<file path="config.mk">
export PLATFORM = sky130hd
export DESIGN_NAME = control_unit
export DESIGN_NICKNAME = d
export VERILOG_FILES = /design/src/rtl/cpu_pkg.sv /design/src/rtl/control_unit_op_decoder.sv /design/src/rtl/control_unit.sv
export SDC_FILE = /design/constraint.sdc
export NUM_CORES = 1
export LEC_CHECK = 0
export ABC_CLOCK_PERIOD_IN_PS = 4000
export CORE_UTILIZATION = 25
export DETAILED_ROUTE_END_ITERATION = 10
export PLACE_DENSITY = 0.65
export RECOVER_POWER = 100
export REMOVE_ABC_BUFFERS = 1
export SLEW_MARGIN = 30
export SYNTH_ARGS = -nofsm -noshare
export SYNTH_HDL_FRONTEND = slang
export SYNTH_SLANG_ARGS = --single-unit
</file>
<file path="constraint.sdc">
create_clock -name clk -period 4 [get_ports clk]
set_input_delay 1.2 -clock clk [delete_from_list [all_inputs] [get_ports clk]]
set_output_delay 1.2 -clock clk [all_outputs]
set_load 0.05 [all_outputs]
</file>
<file path="src/rtl/cpu_pkg.sv">
// Shared definitions for the 8-bit accumulator processor control path:
// opcode values, sequencer state encoding and ALU operation codes.
package cpu_pkg;

  localparam int OPCODE_BITS = 4;
  localparam int ALU_OP_BITS = 3;

  // Opcodes (IR[7:4]); 4'hB..4'hE are unassigned and execute as NOP.
  localparam logic [OPCODE_BITS-1:0] OP_NOP = 4'h0;
  localparam logic [OPCODE_BITS-1:0] OP_LDA = 4'h1;
  localparam logic [OPCODE_BITS-1:0] OP_STA = 4'h2;
  localparam logic [OPCODE_BITS-1:0] OP_ADD = 4'h3;
  localparam logic [OPCODE_BITS-1:0] OP_SUB = 4'h4;
  localparam logic [OPCODE_BITS-1:0] OP_AND = 4'h5;
  localparam logic [OPCODE_BITS-1:0] OP_OR  = 4'h6;
  localparam logic [OPCODE_BITS-1:0] OP_NOT = 4'h7;
  localparam logic [OPCODE_BITS-1:0] OP_JMP = 4'h8;
  localparam logic [OPCODE_BITS-1:0] OP_JZ  = 4'h9;
  localparam logic [OPCODE_BITS-1:0] OP_JN  = 4'hA;
  localparam logic [OPCODE_BITS-1:0] OP_HLT = 4'hF;

  // ALU operation codes driven on alu_op.
  localparam logic [ALU_OP_BITS-1:0] ALU_PASS_B = 3'd0;
  localparam logic [ALU_OP_BITS-1:0] ALU_ADD    = 3'd1;
  localparam logic [ALU_OP_BITS-1:0] ALU_SUB    = 3'd2;
  localparam logic [ALU_OP_BITS-1:0] ALU_AND    = 3'd3;
  localparam logic [ALU_OP_BITS-1:0] ALU_OR     = 3'd4;
  localparam logic [ALU_OP_BITS-1:0] ALU_NOT_A  = 3'd5;

  // Sequencer states; the encoding is visible on state_dbg.
  typedef enum logic [2:0] {
    FETCH   = 3'd0,
    DECODE  = 3'd1,
    OPERAND = 3'd2,
    EXEC_RD = 3'd3,
    EXEC_WR = 3'd4,
    HALT    = 3'd5
  } state_t;

endpackage

</file>
<file path="src/rtl/control_unit_op_decoder.sv">
// Purely combinational opcode classifier: tells the sequencer which path an
// instruction takes and which ALU operation it needs.
module op_decoder
  import cpu_pkg::*;
#(
  parameter int OPCODE_W = 4,
  parameter int ALU_OP_W = 3
) (
  input  logic [OPCODE_W-1:0] opcode,
  output logic                is_two_byte,
  output logic                is_jump,
  output logic                is_store,
  output logic                is_alu,
  output logic [ALU_OP_W-1:0] alu_op
);

  // Classify the opcode and pick its ALU operation.
  always_comb begin
    // NOTE: every output gets a default first so no path can infer a latch.
    is_two_byte = 1'b0;
    is_jump     = 1'b0;
    is_store    = 1'b0;
    is_alu      = 1'b0;
    alu_op      = ALU_OP_W'(ALU_PASS_B);
    case (opcode)
      OPCODE_W'(OP_LDA): is_two_byte = 1'b1;
      OPCODE_W'(OP_STA): begin
        is_two_byte = 1'b1;
        is_store    = 1'b1;
      end
      OPCODE_W'(OP_ADD): begin
        is_two_byte = 1'b1;
        is_alu      = 1'b1;
        alu_op      = ALU_OP_W'(ALU_ADD);
      end
      OPCODE_W'(OP_SUB): begin
        is_two_byte = 1'b1;
        is_alu      = 1'b1;
        alu_op      = ALU_OP_W'(ALU_SUB);
      end
      OPCODE_W'(OP_AND): begin
        is_two_byte = 1'b1;
        is_alu      = 1'b1;
        alu_op      = ALU_OP_W'(ALU_AND);
      end
      OPCODE_W'(OP_OR): begin
        is_two_byte = 1'b1;
        is_alu      = 1'b1;
        alu_op      = ALU_OP_W'(ALU_OR);
      end
      OPCODE_W'(OP_NOT): alu_op = ALU_OP_W'(ALU_NOT_A);
      OPCODE_W'(OP_JMP),
      OPCODE_W'(OP_JZ),
      OPCODE_W'(OP_JN): begin
        is_two_byte = 1'b1;
        is_jump     = 1'b1;
      end
      default: ;
    endcase
  end

endmodule

</file>
<file path="src/rtl/control_unit.sv">
// Multi-cycle sequencer for the 8-bit accumulator processor. Fetches the
// opcode and operand bytes, decodes, and drives all datapath strobes. Every
// memory access is held until mem_ready; all outputs are Moore decodes of
// the state register qualified by mem_ready, opcode and flags.
module control_unit
  import cpu_pkg::*;
#(
  parameter int OPCODE_W = 4,
  parameter int ALU_OP_W = 3
) (
  input  logic                clk,
  input  logic                rst,
  input  logic [OPCODE_W-1:0] opcode,
  input  logic                flag_z,
  input  logic                flag_n,
  input  logic                mem_ready,
  output logic                mem_rd,
  output logic                mem_wr,
  output logic                addr_sel,
  output logic                ir_load,
  output logic                mar_load,
  output logic                pc_inc,
  output logic                pc_load,
  output logic                ac_load,
  output logic                mrs_sel,
  output logic [ALU_OP_W-1:0] alu_op,
  output logic                halted,
  output logic [2:0]          state_dbg
);

  state_t              state;
  state_t              next_state;
  logic                is_two_byte;
  logic                is_jump;
  logic                is_store;
  logic                is_alu;
  logic [ALU_OP_W-1:0] dec_alu_op;
  logic                jump_taken;

  op_decoder #(
    .OPCODE_W (OPCODE_W),
    .ALU_OP_W (ALU_OP_W)
  ) u_op_decoder (
    .opcode      (opcode),
    .is_two_byte (is_two_byte),
    .is_jump     (is_jump),
    .is_store    (is_store),
    .is_alu      (is_alu),
    .alu_op      (dec_alu_op)
  );

  // JMP always jumps; JZ/JN look at the flags, which are only consulted in DECODE.
  always_comb begin
    jump_taken = 1'b1;
    if (opcode == OPCODE_W'(OP_JZ)) jump_taken = flag_z;
    if (opcode == OPCODE_W'(OP_JN)) jump_taken = flag_n;
  end

  // State register with synchronous reset back to FETCH.
  always_ff @(posedge clk) begin
    // NOTE: sequential state uses non-blocking assignments so every flop
    // samples the pre-edge values of its neighbours.
    if (rst) state <= FETCH;
    else     state <= next_state;
  end

  // Next-state and strobe decode; reset forces every output low at once.
  always_comb begin
    next_state = state;
    mem_rd     = 1'b0;
    mem_wr     = 1'b0;
    addr_sel   = 1'b0;
    ir_load    = 1'b0;
    mar_load   = 1'b0;
    pc_inc     = 1'b0;
    pc_load    = 1'b0;
    ac_load    = 1'b0;
    mrs_sel    = 1'b0;
    alu_op     = ALU_OP_W'(ALU_PASS_B);
    halted     = 1'b0;
    state_dbg  = state;

    case (state)
      FETCH: begin
        mem_rd = 1'b1;
        if (mem_ready) begin
          ir_load    = 1'b1;
          pc_inc     = 1'b1;
          next_state = DECODE;
        end
      end

      DECODE: begin
        if (is_jump && !jump_taken) begin
          pc_inc     = 1'b1;          // skip the unused target byte
          next_state = FETCH;
        end else if (is_two_byte) begin
          next_state = OPERAND;
        end else if (opcode == OPCODE_W'(OP_NOT)) begin
          ac_load    = 1'b1;
          mrs_sel    = 1'b1;
          alu_op     = dec_alu_op;
          next_state = FETCH;
        end else if (opcode == OPCODE_W'(OP_HLT)) begin
          next_state = HALT;
        end else begin
          next_state = FETCH;
        end
      end

      OPERAND: begin
        mem_rd = 1'b1;
        if (mem_ready) begin
          if (is_jump) begin
            pc_load    = 1'b1;
            next_state = FETCH;
          end else begin
            mar_load   = 1'b1;
            pc_inc     = 1'b1;
            if (is_store)                              next_state = EXEC_WR;
            else if (is_alu || opcode == OPCODE_W'(OP_LDA)) next_state = EXEC_RD;
            else                                       next_state = FETCH;
          end
        end
      end

      EXEC_RD: begin
        mem_rd   = 1'b1;
        addr_sel = 1'b1;
        alu_op   = dec_alu_op;
        if (mem_ready) begin
          ac_load    = 1'b1;
          next_state = FETCH;
        end
      end

      EXEC_WR: begin
        mem_wr   = 1'b1;
        addr_sel = 1'b1;
        mrs_sel  = 1'b1;
        if (mem_ready) next_state = FETCH;
      end

      HALT: halted = 1'b1;

      default: next_state = FETCH;
    endcase

    if (rst) begin
      mem_rd    = 1'b0;
      mem_wr    = 1'b0;
      addr_sel  = 1'b0;
      ir_load   = 1'b0;
      mar_load  = 1'b0;
      pc_inc    = 1'b0;
      pc_load   = 1'b0;
      ac_load   = 1'b0;
      mrs_sel   = 1'b0;
      alu_op    = ALU_OP_W'(ALU_PASS_B);
      halted    = 1'b0;
      state_dbg = 3'd0;
    end
  end

endmodule

</file>
==> results.cfg <==
[synthesis]
synth.yosys.warnings = 0
synth_enable_flop_cells = 0
instance_count_of_the_mapped_netlist = 74
ys_ff_latch = 3
average_instance_area_after_synthesis_um2 = 6.645
ranking_of_synthesized_cells_by_area = sky130_fd_sc_hd__dfxtp_1 12%, sky130_fd_sc_hd__nor2_1 7.6%, sky130_fd_sc_hd__nand2b_1 6.4%, sky130_fd_sc_hd__nor2b_1 6.4%, sky130_fd_sc_hd__a21oi_1 6.1%
synth_flop_type = sky130_fd_sc_hd__dfxtp_1
yosysSeqAreaShare_pct = 12.21
yosysMostFrequentCell = sky130_fd_sc_hd__nor2_1
post-synth-top-area-fraction_pct = 12.21
netlist.top_cell.by_area = sky130_fd_sc_hd__dfxtp_1
synth.distinct_cells = 32
synth-async-reset-ratio_pct = 0
synth.cell_area_um2 = 491.7
synth_common_cells = 10 x sky130_fd_sc_hd__nor2_1, 6 x sky130_fd_sc_hd__a21oi_1, 6 x sky130_fd_sc_hd__nand2_1

[floorplanning]
starting_utilization_of_the_core_area_pct = 27.58
num_io_pins = 25
num_rows = 15
die-area_um2 = 2148
die_w_um = 46.35
core-area_um2 = 1783
floorplan.die.height_um = 46.35

[min_path]
holdCritPathClass = reg2reg
count_of_cells_along_the_worst_hold_path = 1
worst_hold_startpoint = state[1]

[setup_path]
crit_path_start = opcode[3]
slowest_stage = sky130_fd_sc_hd__clkdlybuf4s50_1
crit_required_ps = 2800
cp-end-kind = output pin
crit_type = in2out
worst_r2r_path_depth = 4
timing.critical_path.buf_inv = 3
critical_path.max_fanout = 7
worst_setup_path_start_kind = input port
path_cells = clkdlybuf4s50_1 > clkbuf_2 > nor2b_1 > nand4_1 > a21oi_1 > buf_12
critical-path-top-delay-family = buffers and inverters
cp.arrival_ps = 2710
worstReg2RegStart = state[0]
worst_path_largest_cell_delay_ps = 410
critical_path_cell_count = 6

[cells_and_area]
biggest_regs = state x3
final_std_cells_w_o_fill = 130
stdcell_area_um2 = 857.1
final_layout_size_suffix_gt1_share_pct = 21.90
syn_to_final_growth_pct = 74.30
post-route-util_pct = 48.07
num_antenna_cells = 0
finish.net_count = 115
largest_register_ff_count = 3
regMostFlops = state

[sta]
max-slew-margin-rel_pct = 59.98
hold_violations = 0
post-route-min-period_ps = 3912
clock.fmax_mhz = 255.6
rsz0062_at_grt = no
final_critical_path_setup_slack_ps = 88.04
final.period_utilization_pct = 97.80
finalHoldWorstSlack_ps = 791.3
tightestPinTransition_ps = 602.9
final.setup_skew_ps = 1.732
timing_max_transition_violations_final = 0
setup_total_negative_slack_ps = 0
setup_violations = 0

[placement]
post-place-ws_ps = 115.4
post_dp_hpwl_um = 1136
dp.cells = 126
globalplace.congestion = 0.7858
buffer_ports.inserted = 24
placed_area_um2 = 958.4

[cts]
post_cts_setup_driven_buffer_insertion_count = 0
cts.clk_slew.worst_paths_ps = 30
cts_resized = 0
cts-buffers-inserted = 3
cts_tree = yes
clock_path_buffers = 2
cts-hold-fix-buffers = 0
htreeDepth = 1
numClockSinks = 3
worst_skew_pair.late_latency_ps = 230
cts_root_buffer = sky130_fd_sc_hd__clkbuf_4

[power]
clkPwrFrac_pct = 29.9
cell_internal_power_mw = 0.1051
total_power_density_per_cell_area_nw_per_um2 = 200.2
switching_fraction_of_total_power_pct = 38.75
peakVddDrop_mv = 0.1021
total_leakage_power_nw = 0.3878
pwr-share-comb_pct = 47.0
net-switching-power_mw = 0.06650
finalPower_mw = 0.1716
pwr-share-seq_pct = 23.1

[routing]
route.detailed.wl_per_inst_um = 11.49
vias = 675
average_vias_per_placed_instance = 5.192
detail-route-antenna-nets = 0
routed_wl_um = 1494
detailedRoute.firstPassIterationCount = 4
drt-initial-drc-count = 25
detail_route.drc_violations = 0

[grt]
number_of_global_route_vias_before_repair = 555
grt_max_degree = 15
grt.total_usage_pct = 14.06
global_route.overflow_total = 0
number_of_antenna_violations_at_the_first_check_in_global_routing = 0
global_route_wire_length_before_repair_um = 2194

[outcome]
status = completed

[run]
timing.max_cap.violations = 0
[worst reg2reg max path: cells and delay by family (launching register included)]
family          cells  cell delay (ps)
compound gates      2              210
flops               1              560
simple gates        2              590
[layout make-up]
type | count | area (µm²)
fillers | 181 | 925.9
flip-flops and latches | 3 | 60.06
clock buffers | 4 | 26.28
repair buffers | 34 | 347.8
inverters | 1 | 3.754
multi-input cells | 63 | 387.9
well taps | 25 | 31.28
[layout by cell type (no fill, tap or decap), types with 3 or more instances in the layout]
cell                              instances
sky130_fd_sc_hd__a21oi_1                  6
sky130_fd_sc_hd__buf_12                   7
sky130_fd_sc_hd__buf_4                    7
sky130_fd_sc_hd__clkbuf_1                 7
sky130_fd_sc_hd__clkbuf_2                 3
sky130_fd_sc_hd__clkbuf_4                 3
sky130_fd_sc_hd__clkdlybuf4s50_1          7
sky130_fd_sc_hd__dfxtp_1                  3
sky130_fd_sc_hd__dlymetal6s2s_1           3
sky130_fd_sc_hd__nand2_1                  6
sky130_fd_sc_hd__nand2b_1                 5
sky130_fd_sc_hd__nand3_1                  3
sky130_fd_sc_hd__nor2_1                  10
sky130_fd_sc_hd__nor2b_1                  5
sky130_fd_sc_hd__nor3_1                   3
[power by group through the flow]
stage / Clock, mW / Sequential (mW) / Combinational (mW)
after CTS: 0.0529 / 0.0395 / 0.0921
after global routing: 0.0566 / 0.0402 / 0.0865
final: 0.0512 / 0.0397 / 0.0807
after detailed placement: 0 / 0.0399 / 0.0915
after floorplan: 0 / 0.0376 / 0.0455
after global placement: 0 / 0.0395 / 0.0907
[per-layer routing]
metal,up-vias,share of wire (%),GRT usage (%),wire (µm)
li1,333,-,-,-
met1,296,42,16.44,622
met2,44,47,23.61,697
met3,2,11,4.706,164
met4,0,0.54,4.706,8
met5,-,0,0,0
[worst paths after layout]
kind	endpoint	slack [ps]
hold / removal	state[2]	790
setup / recovery	ac_load	90
setup reg to reg	state[2]	2530
hold reg to reg	state[2]	790
[cell families (layout without fill, tap and decap cells)]
family / after synthesis / after routing / synth area share, %
flip-flops: 3 / 3 / 12.21
multiplexers: 1 / 1 / 2.290
AO/OA/AOI/OAI: 19 / 19 / 26.47
buffers and inverters: 8 / 39 / 8.903
AND/OR/NAND/NOR: 43 / 43 / 50.13
No activity file was read; power rests on OpenSTA's default activity.
